File: config.mk
export PLATFORM = sky130hd
export DESIGN_NAME = alu_regfile_sequencer_flat
export DESIGN_NICKNAME = d
export VERILOG_FILES = /design/src/rtl/alu_regfile_sequencer.sv /design/src/rtl/alu_regfile_sequencer_if.sv /design/src/flat_wrapper.sv
export SDC_FILE = /design/constraint.sdc
export NUM_CORES = 1
export LEC_CHECK = 0
export ABC_CLOCK_PERIOD_IN_PS = 4100
export CORE_ASPECT_RATIO = 0.9
export CORE_MARGIN = 2
export CORE_UTILIZATION = 30
export DETAILED_ROUTE_END_ITERATION = 10
export RECOVER_POWER = 100
export SLEW_MARGIN = 25
export SYNTH_ARGS = -nofsm -noshare
export SYNTH_HDL_FRONTEND = slang
export SYNTH_SLANG_ARGS = --single-unit
File: constraint.sdc
create_clock -name clk -period 4.1 [get_ports clk]
set_input_delay 0.615 -clock clk [delete_from_list [all_inputs] [get_ports clk]]
set_output_delay 0.615 -clock clk [all_outputs]
set_load 0.02 [all_outputs]
File: src/rtl/alu_regfile_sequencer.sv
// Shared ALU/register-file parameters plus a one-at-a-time sequencer:
// read two sources, execute an 8-bit ALU op, write back and respond.
package alu_pkg;
  localparam int REGFILE_SIZE       = 32;
  localparam int REGFILE_WIDTH      = 16;
  localparam int REGFILE_ADDR_WIDTH = 5;
  localparam int ALU_INPUT_WIDTH    = 8;
  localparam int ALU_OUTPUT_WIDTH   = 9;
  typedef enum logic [2:0] {
    ADD = 3'd0, SUB = 3'd1, SUBA = 3'd2, ORAB = 3'd3,
    ANDAB = 3'd4, NOTAB = 3'd5, EXOR = 3'd6, EXNOR = 3'd7
  } aluop_t;
endpackage

module alu_regfile_sequencer
  import alu_pkg::*;
(
  input  logic                          clk,
  input  logic                          reset_n,
  alu_regfile_sequencer_if.slave        bus,
  input  logic [REGFILE_ADDR_WIDTH-1:0] dbg_addr,
  output logic [REGFILE_WIDTH-1:0]      dbg_data
);
  localparam logic [2:0] IDLE = 3'd0;
  localparam logic [2:0] RD   = 3'd1;
  localparam logic [2:0] EX   = 3'd2;
  localparam logic [2:0] WB   = 3'd3;
  localparam logic [2:0] RSP  = 3'd4;

  logic [2:0]                    state;
  aluop_t                        op_q;
  logic [REGFILE_ADDR_WIDTH-1:0] rd_q, ra_q, rb_q;
  logic [ALU_INPUT_WIDTH-1:0]    a_q, b_q;
  logic [ALU_OUTPUT_WIDTH-1:0]   r_q, alu_res;
  logic [REGFILE_WIDTH-1:0]      rf [REGFILE_SIZE];
  logic                          rsp_valid_q;
  logic [ALU_OUTPUT_WIDTH-1:0]   rsp_result_q;
  logic [REGFILE_ADDR_WIDTH-1:0] rsp_rd_q;

  // A host load wins the IDLE cycle; the command simply waits one more cycle.
  assign bus.cmd_ready  = (state == IDLE) && !bus.ld_en;
  assign bus.ld_ready   = (state == IDLE);
  assign bus.rsp_valid  = rsp_valid_q;
  assign bus.rsp_result = rsp_result_q;
  assign bus.rsp_rd     = rsp_rd_q;
  assign dbg_data       = rf[dbg_addr];

  always_comb begin
    alu_res = '0;
    case (op_q)
      ADD:     alu_res = {1'b0, a_q} + {1'b0, b_q};
      SUB:     alu_res = {1'b0, a_q} - {1'b0, b_q};
      SUBA:    alu_res = {1'b0, b_q} - {1'b0, a_q};
      ORAB:    alu_res = {1'b0, a_q | b_q};
      ANDAB:   alu_res = {1'b0, a_q & b_q};
      NOTAB:   alu_res = {1'b0, ~(a_q & b_q)};
      EXOR:    alu_res = {1'b0, a_q ^ b_q};
      EXNOR:   alu_res = {1'b0, ~(a_q ^ b_q)};
      default: alu_res = '0;
    endcase
  end

  always_ff @(posedge clk or negedge reset_n) begin
    if (!reset_n) begin
      state        <= IDLE;
      op_q         <= ADD;
      rd_q         <= '0;
      ra_q         <= '0;
      rb_q         <= '0;
      a_q          <= '0;
      b_q          <= '0;
      r_q          <= '0;
      rsp_valid_q  <= 1'b0;
      rsp_result_q <= '0;
      rsp_rd_q     <= '0;
      for (int i = 0; i < REGFILE_SIZE; i++) rf[i] <= '0;
    end else begin
      case (state)
        IDLE: begin
          if (bus.ld_en) begin
            rf[bus.ld_addr] <= bus.ld_data;
          end else if (bus.cmd_valid) begin
            op_q  <= aluop_t'(bus.cmd_op);
            rd_q  <= bus.cmd_rd;
            ra_q  <= bus.cmd_ra;
            rb_q  <= bus.cmd_rb;
            state <= RD;
          end
        end
        RD: begin
          // Only the low byte of each register reaches the ALU.
          a_q   <= rf[ra_q][ALU_INPUT_WIDTH-1:0];
          b_q   <= rf[rb_q][ALU_INPUT_WIDTH-1:0];
          state <= EX;
        end
        EX: begin
          r_q   <= alu_res;
          state <= WB;
        end
        WB: begin
          rf[rd_q]     <= {{(REGFILE_WIDTH-ALU_OUTPUT_WIDTH){1'b0}}, r_q};
          rsp_result_q <= r_q;
          rsp_rd_q     <= rd_q;
          rsp_valid_q  <= 1'b1;
          state        <= RSP;
        end
        RSP: begin
          if (bus.rsp_ready) begin
            rsp_valid_q <= 1'b0;
            state       <= IDLE;
          end
        end
        default: state <= IDLE;
      endcase
    end
  end
endmodule
File: src/rtl/alu_regfile_sequencer_if.sv
// Command, host-load and response channels between a host and the ALU/register-file sequencer.
interface alu_regfile_sequencer_if;
  logic        cmd_valid;
  logic        cmd_ready;
  logic [2:0]  cmd_op;
  logic [4:0]  cmd_rd;
  logic [4:0]  cmd_ra;
  logic [4:0]  cmd_rb;
  logic        ld_en;
  logic [4:0]  ld_addr;
  logic [15:0] ld_data;
  logic        ld_ready;
  logic        rsp_valid;
  logic        rsp_ready;
  logic [8:0]  rsp_result;
  logic [4:0]  rsp_rd;

  modport master (
    output cmd_valid, cmd_op, cmd_rd, cmd_ra, cmd_rb, ld_en, ld_addr, ld_data, rsp_ready,
    input  cmd_ready, ld_ready, rsp_valid, rsp_result, rsp_rd
  );
  modport slave (
    input  cmd_valid, cmd_op, cmd_rd, cmd_ra, cmd_rb, ld_en, ld_addr, ld_data, rsp_ready,
    output cmd_ready, ld_ready, rsp_valid, rsp_result, rsp_rd
  );
endinterface

File: src/flat_wrapper.sv
// flat-port wrapper written by rule: the top's interface ports become plain ports
module alu_regfile_sequencer_flat import alu_pkg::*;
  (clk, reset_n, dbg_addr, dbg_data, bus_cmd_valid, bus_cmd_op, bus_cmd_rd, bus_cmd_ra, bus_cmd_rb, bus_ld_en, bus_ld_addr, bus_ld_data, bus_rsp_ready, bus_cmd_ready, bus_ld_ready, bus_rsp_valid, bus_rsp_result, bus_rsp_rd);
  alu_regfile_sequencer_if bus_i ();
  input  logic clk;
  input  logic reset_n;
  input  logic [REGFILE_ADDR_WIDTH-1:0] dbg_addr;
  output logic [REGFILE_WIDTH-1:0] dbg_data;
  input wire logic [$bits(bus_i.cmd_valid)-1:0] bus_cmd_valid;
  input wire logic [$bits(bus_i.cmd_op)-1:0] bus_cmd_op;
  input wire logic [$bits(bus_i.cmd_rd)-1:0] bus_cmd_rd;
  input wire logic [$bits(bus_i.cmd_ra)-1:0] bus_cmd_ra;
  input wire logic [$bits(bus_i.cmd_rb)-1:0] bus_cmd_rb;
  input wire logic [$bits(bus_i.ld_en)-1:0] bus_ld_en;
  input wire logic [$bits(bus_i.ld_addr)-1:0] bus_ld_addr;
  input wire logic [$bits(bus_i.ld_data)-1:0] bus_ld_data;
  input wire logic [$bits(bus_i.rsp_ready)-1:0] bus_rsp_ready;
  output wire logic [$bits(bus_i.cmd_ready)-1:0] bus_cmd_ready;
  output wire logic [$bits(bus_i.ld_ready)-1:0] bus_ld_ready;
  output wire logic [$bits(bus_i.rsp_valid)-1:0] bus_rsp_valid;
  output wire logic [$bits(bus_i.rsp_result)-1:0] bus_rsp_result;
  output wire logic [$bits(bus_i.rsp_rd)-1:0] bus_rsp_rd;
  assign bus_i.cmd_valid = bus_cmd_valid;
  assign bus_i.cmd_op = bus_cmd_op;
  assign bus_i.cmd_rd = bus_cmd_rd;
  assign bus_i.cmd_ra = bus_cmd_ra;
  assign bus_i.cmd_rb = bus_cmd_rb;
  assign bus_i.ld_en = bus_ld_en;
  assign bus_i.ld_addr = bus_ld_addr;
  assign bus_i.ld_data = bus_ld_data;
  assign bus_i.rsp_ready = bus_rsp_ready;
  assign bus_cmd_ready = bus_i.cmd_ready;
  assign bus_ld_ready = bus_i.ld_ready;
  assign bus_rsp_valid = bus_i.rsp_valid;
  assign bus_rsp_result = bus_i.rsp_result;
  assign bus_rsp_rd = bus_i.rsp_rd;
  alu_regfile_sequencer u_core (.clk(clk), .reset_n(reset_n), .bus(bus_i), .dbg_addr(dbg_addr), .dbg_data(dbg_data));
endmodule
==> flow_summary.yaml, run 1 <==
status:
  status: "finished, violations left"
  failed_checks: "capacitance limit, slew limit"
drt:
  firstDrtPassIters: 6
  vias: 27671
  drc: 0
  drt-wirelength-per-cell_um: 26.9
  drt-total-wl_mm: 123
  antenna_left: 0
  drtIter0Drc: 3479
  vias_per_cell: 6.05
grt:
  grt_start_max_net_pins: 84
  gr-total-overflow: 0
  antenna_found_initial: 8
  grt_pass1_vias: 26612
  gr-usage-all-layers: 0.209
  grt_pass1_wl_mm: 184
timing:
  maxClockFrequency_mhz: 255
  post-route-period-util: 0.958
  setup_tns_ps: 0
  setup_violations: 0
  tightest_slew_ps: 2450
  finClkSkew_ps: 39.9
  hold_violations: 0
  finalMaxSlewViolations: 165
  rsz0062_at_grt: "false"
  finalCriticalPeriod_ps: 3930
  maxSlewHeadroom: -0.634
  worst_slack_ps: 174
clock_network:
  post_cts_buffers: 0
  cts.sinks: 573
  holdBufCountCts: 0
  clockBufferDepth: 3
  clk_latency_ps: 650
  cts_buffers: 66
  cts_resized: 0
  cts-root-buf: "clkbuf_16"
  clk_pin_slew_ps: 60
  cts_tree: "done"
  h-tree-depth: 3
die:
  rows: 117
  start_util: 0.302
  die_w_um: 360
  die_area_sq_mm: 0.117
  fp.dieH_um: 324
  io_pins: 82
  core_sq_mm: 0.113
logic_synthesis:
  synthCells: 3026
  async_reset_ff_frac: 1.00
  synthesis.nets: 3110
  syn_area_sq_mm: 0.0342
  avgSynthCellArea_sq_um: 11.3
  ys_ff_latch: 573
  ys_seq_area_frac: 0.419
  ys_warn_count: 0
  synth-edff-count: 0
  synth_cell_type_count: 61
  synthFlopType: "dfrtp_1"
cells_and_area:
  final_cells: 4575
  multiInputGateArea_sq_mm: 0.0183
  areaGrowthSynthToFinish_pct: 14.2
  drive_above_1_share: 0.207
  seqCellArea_sq_mm: 0.0143
  fillers: 11285
  nNetsFinal: 3118
worst_hold_path:
  hold_path_depth: 2
  hold_path.class: "register to register"
place:
  finalWeightedCongestion: 0.939
  dp.cells: 4453
  hpwl_mm: 89.6
  pre_cts_ws_ps: 289
  io_buffers: 81
power_and_ir_drop:
  ir_drop_uv: 403
  power_per_cell_area_mw_per_mm2: 681
  leakage_uw: 0.0146
critical_path:
  required_ps: 4660
  crit_end: "u_core.rf[466]"
  r2r-end: "u_core.rf[466]"
  startpoint: "u_core.state[0]"
  endpoint_kind: "register"
  r2r_cells: 8
  arrival_ps: 4490
  timing.rr.start: "u_core.state[0]"
  worstPathMaxFanout: 19
  reg2reg_slack_ps: 170
  crit_type: "register to register"
  crit_path_start_kind: "register"
job:
  drv_cap: 6
routing by layer:
metal  routed length [um]  GRT usage  share of wire  up-vias
met5                   40          0        0.00032        -
met4                 4070     0.0733          0.033        8
met3                12000     0.0454          0.098      242
met2                56300      0.327           0.46     1545
met1                50800      0.287           0.41    14096
li1                     -          -              -    11780
critical path: stages, from the launching register on:
cell and delay (ps):
dfrtp_1 410, nor2b_1 330, buf_4 290, and2_0 1370, clkbuf_1 350, nand2_2 70, clkbuf_2 500, o221ai_1 380
o21a_1 150
state kept, by name (all words and copies together), names as in the netlist:
register / cells
u_core.rf: 512
u_core.a_q: 8
u_core.bus.rsp_result: 9
u_core.op_q: 3
u_core.rd_q: 5
u_core.r_q: 9
u_core.bus.rsp_rd: 5
u_core.ra_q: 5
u_core.state: 3
u_core.rb_q: 5
u_core.bus.rsp_valid: 1
u_core.b_q: 8
metrics by stage:
step                cell area [sq um]  hold slack [ps]  power [uW]   util
global route                    39000              494       27800  0.345
global placement                37100              459       20100  0.328
CTS                             39300             37.4       26500  0.348
finish                          39000              470       26600  0.345
detailed placement              37100              461       20200  0.328
floorplan                       34200              319       16300      -
logic make-up (layout without fill, tap and decap cells):
kind of cell               after synthesis  after routing  synth area share
DFF                                    573            573             0.419
buffers and inverters                  340            398            0.0448
xor gates and xnor gates                24             24           0.00615
adders and majority gates               35             35            0.0132
muxes                                  365            365             0.214
other                                    0              4                 0
AOI/OAI and AO/OA                      974            974             0.212
and+or+nand+nor                        715            715            0.0908
where the power goes:
| group | internal, uW | switching [uW] |
|---|---|---|
| clock | 3680 | 2590 |
| sequential | 6960 | 2120 |
| combinational | 5320 | 5920 |
| total | 16000 | 10600 |
cells in the mapped netlist (all sizes together), types with 50 or more instances:
| master | count | area (sq um) |
|---|---|---|
| o21ai | 114 | 574 |
| nand2 | 453 | 1760 |
| nor2 | 131 | 492 |
| dfrtp | 573 | 14300 |
| a21oi | 64 | 320 |
| mux4 | 288 | 6490 |
| o221ai | 163 | 1430 |
| clkbuf | 165 | 619 |
| a211oi | 50 | 375 |
| o21a | 166 | 1250 |
| buf | 152 | 825 |
| a22oi | 100 | 751 |
| o31ai | 219 | 1640 |
placed cells by master (no fill, tap or decap), types with 23 or more instances in the layout:
cell type / count
a221oi_1: 37
clkdlybuf4s50_1: 48
o221ai_1: 163
a211oi_1: 50
a22oi_1: 98
nand2_1: 437
o21a_1: 166
clkbuf_1: 34
inv_1: 23
nor2_1: 131
mux2i_1: 41
ha_1: 33
clkbuf_16: 66
buf_4: 124
o21ai_0: 102
mux2_2: 35
nor2b_1: 43
dlygate4sd3_1: 28
a21oi_1: 64
o31ai_1: 219
dfrtp_1: 569
mux4_2: 288
how the worst min path moves through the flow:
stage / from / endpoint / slack (ps)
detailed placement: u_core.rf[334] / u_core.rf[334] / 460
finish: u_core.rf[334] / u_core.rf[334] / 470
floorplan: reset_n / u_core.a_q[0] / 320
global placement: u_core.rf[94] / u_core.rf[94] / 460
global route: u_core.rf[411] / u_core.rf[411] / 490
CTS: reset_n / u_core.rf[164] / 40
layout make-up:
type,count,area share
flip-flops and latches,573,0.367
inverters,23,0.00221
clock buffers,98,0.0497
multi-input cells,2113,0.469
well taps,1487,0.0477
diodes,4,0.000256
repair buffers,257,0.0556
clock inverters,20,0.00785
Note: power is estimated with default switching activity, not from simulation.
==> run 2: changes to the inputs <==
--- a/config.mk
+++ b/config.mk
@@ -11,7 +11,7 @@
 export CORE_UTILIZATION = 30
 export DETAILED_ROUTE_END_ITERATION = 10
 export RECOVER_POWER = 100
-export SLEW_MARGIN = 25
+export SLEW_MARGIN = 20
 export SYNTH_ARGS = -nofsm -noshare
 export SYNTH_HDL_FRONTEND = slang
 export SYNTH_SLANG_ARGS = --single-unit
==> results of run 2 <==
Final layout, timing and power as in run 1 (identical DEF).
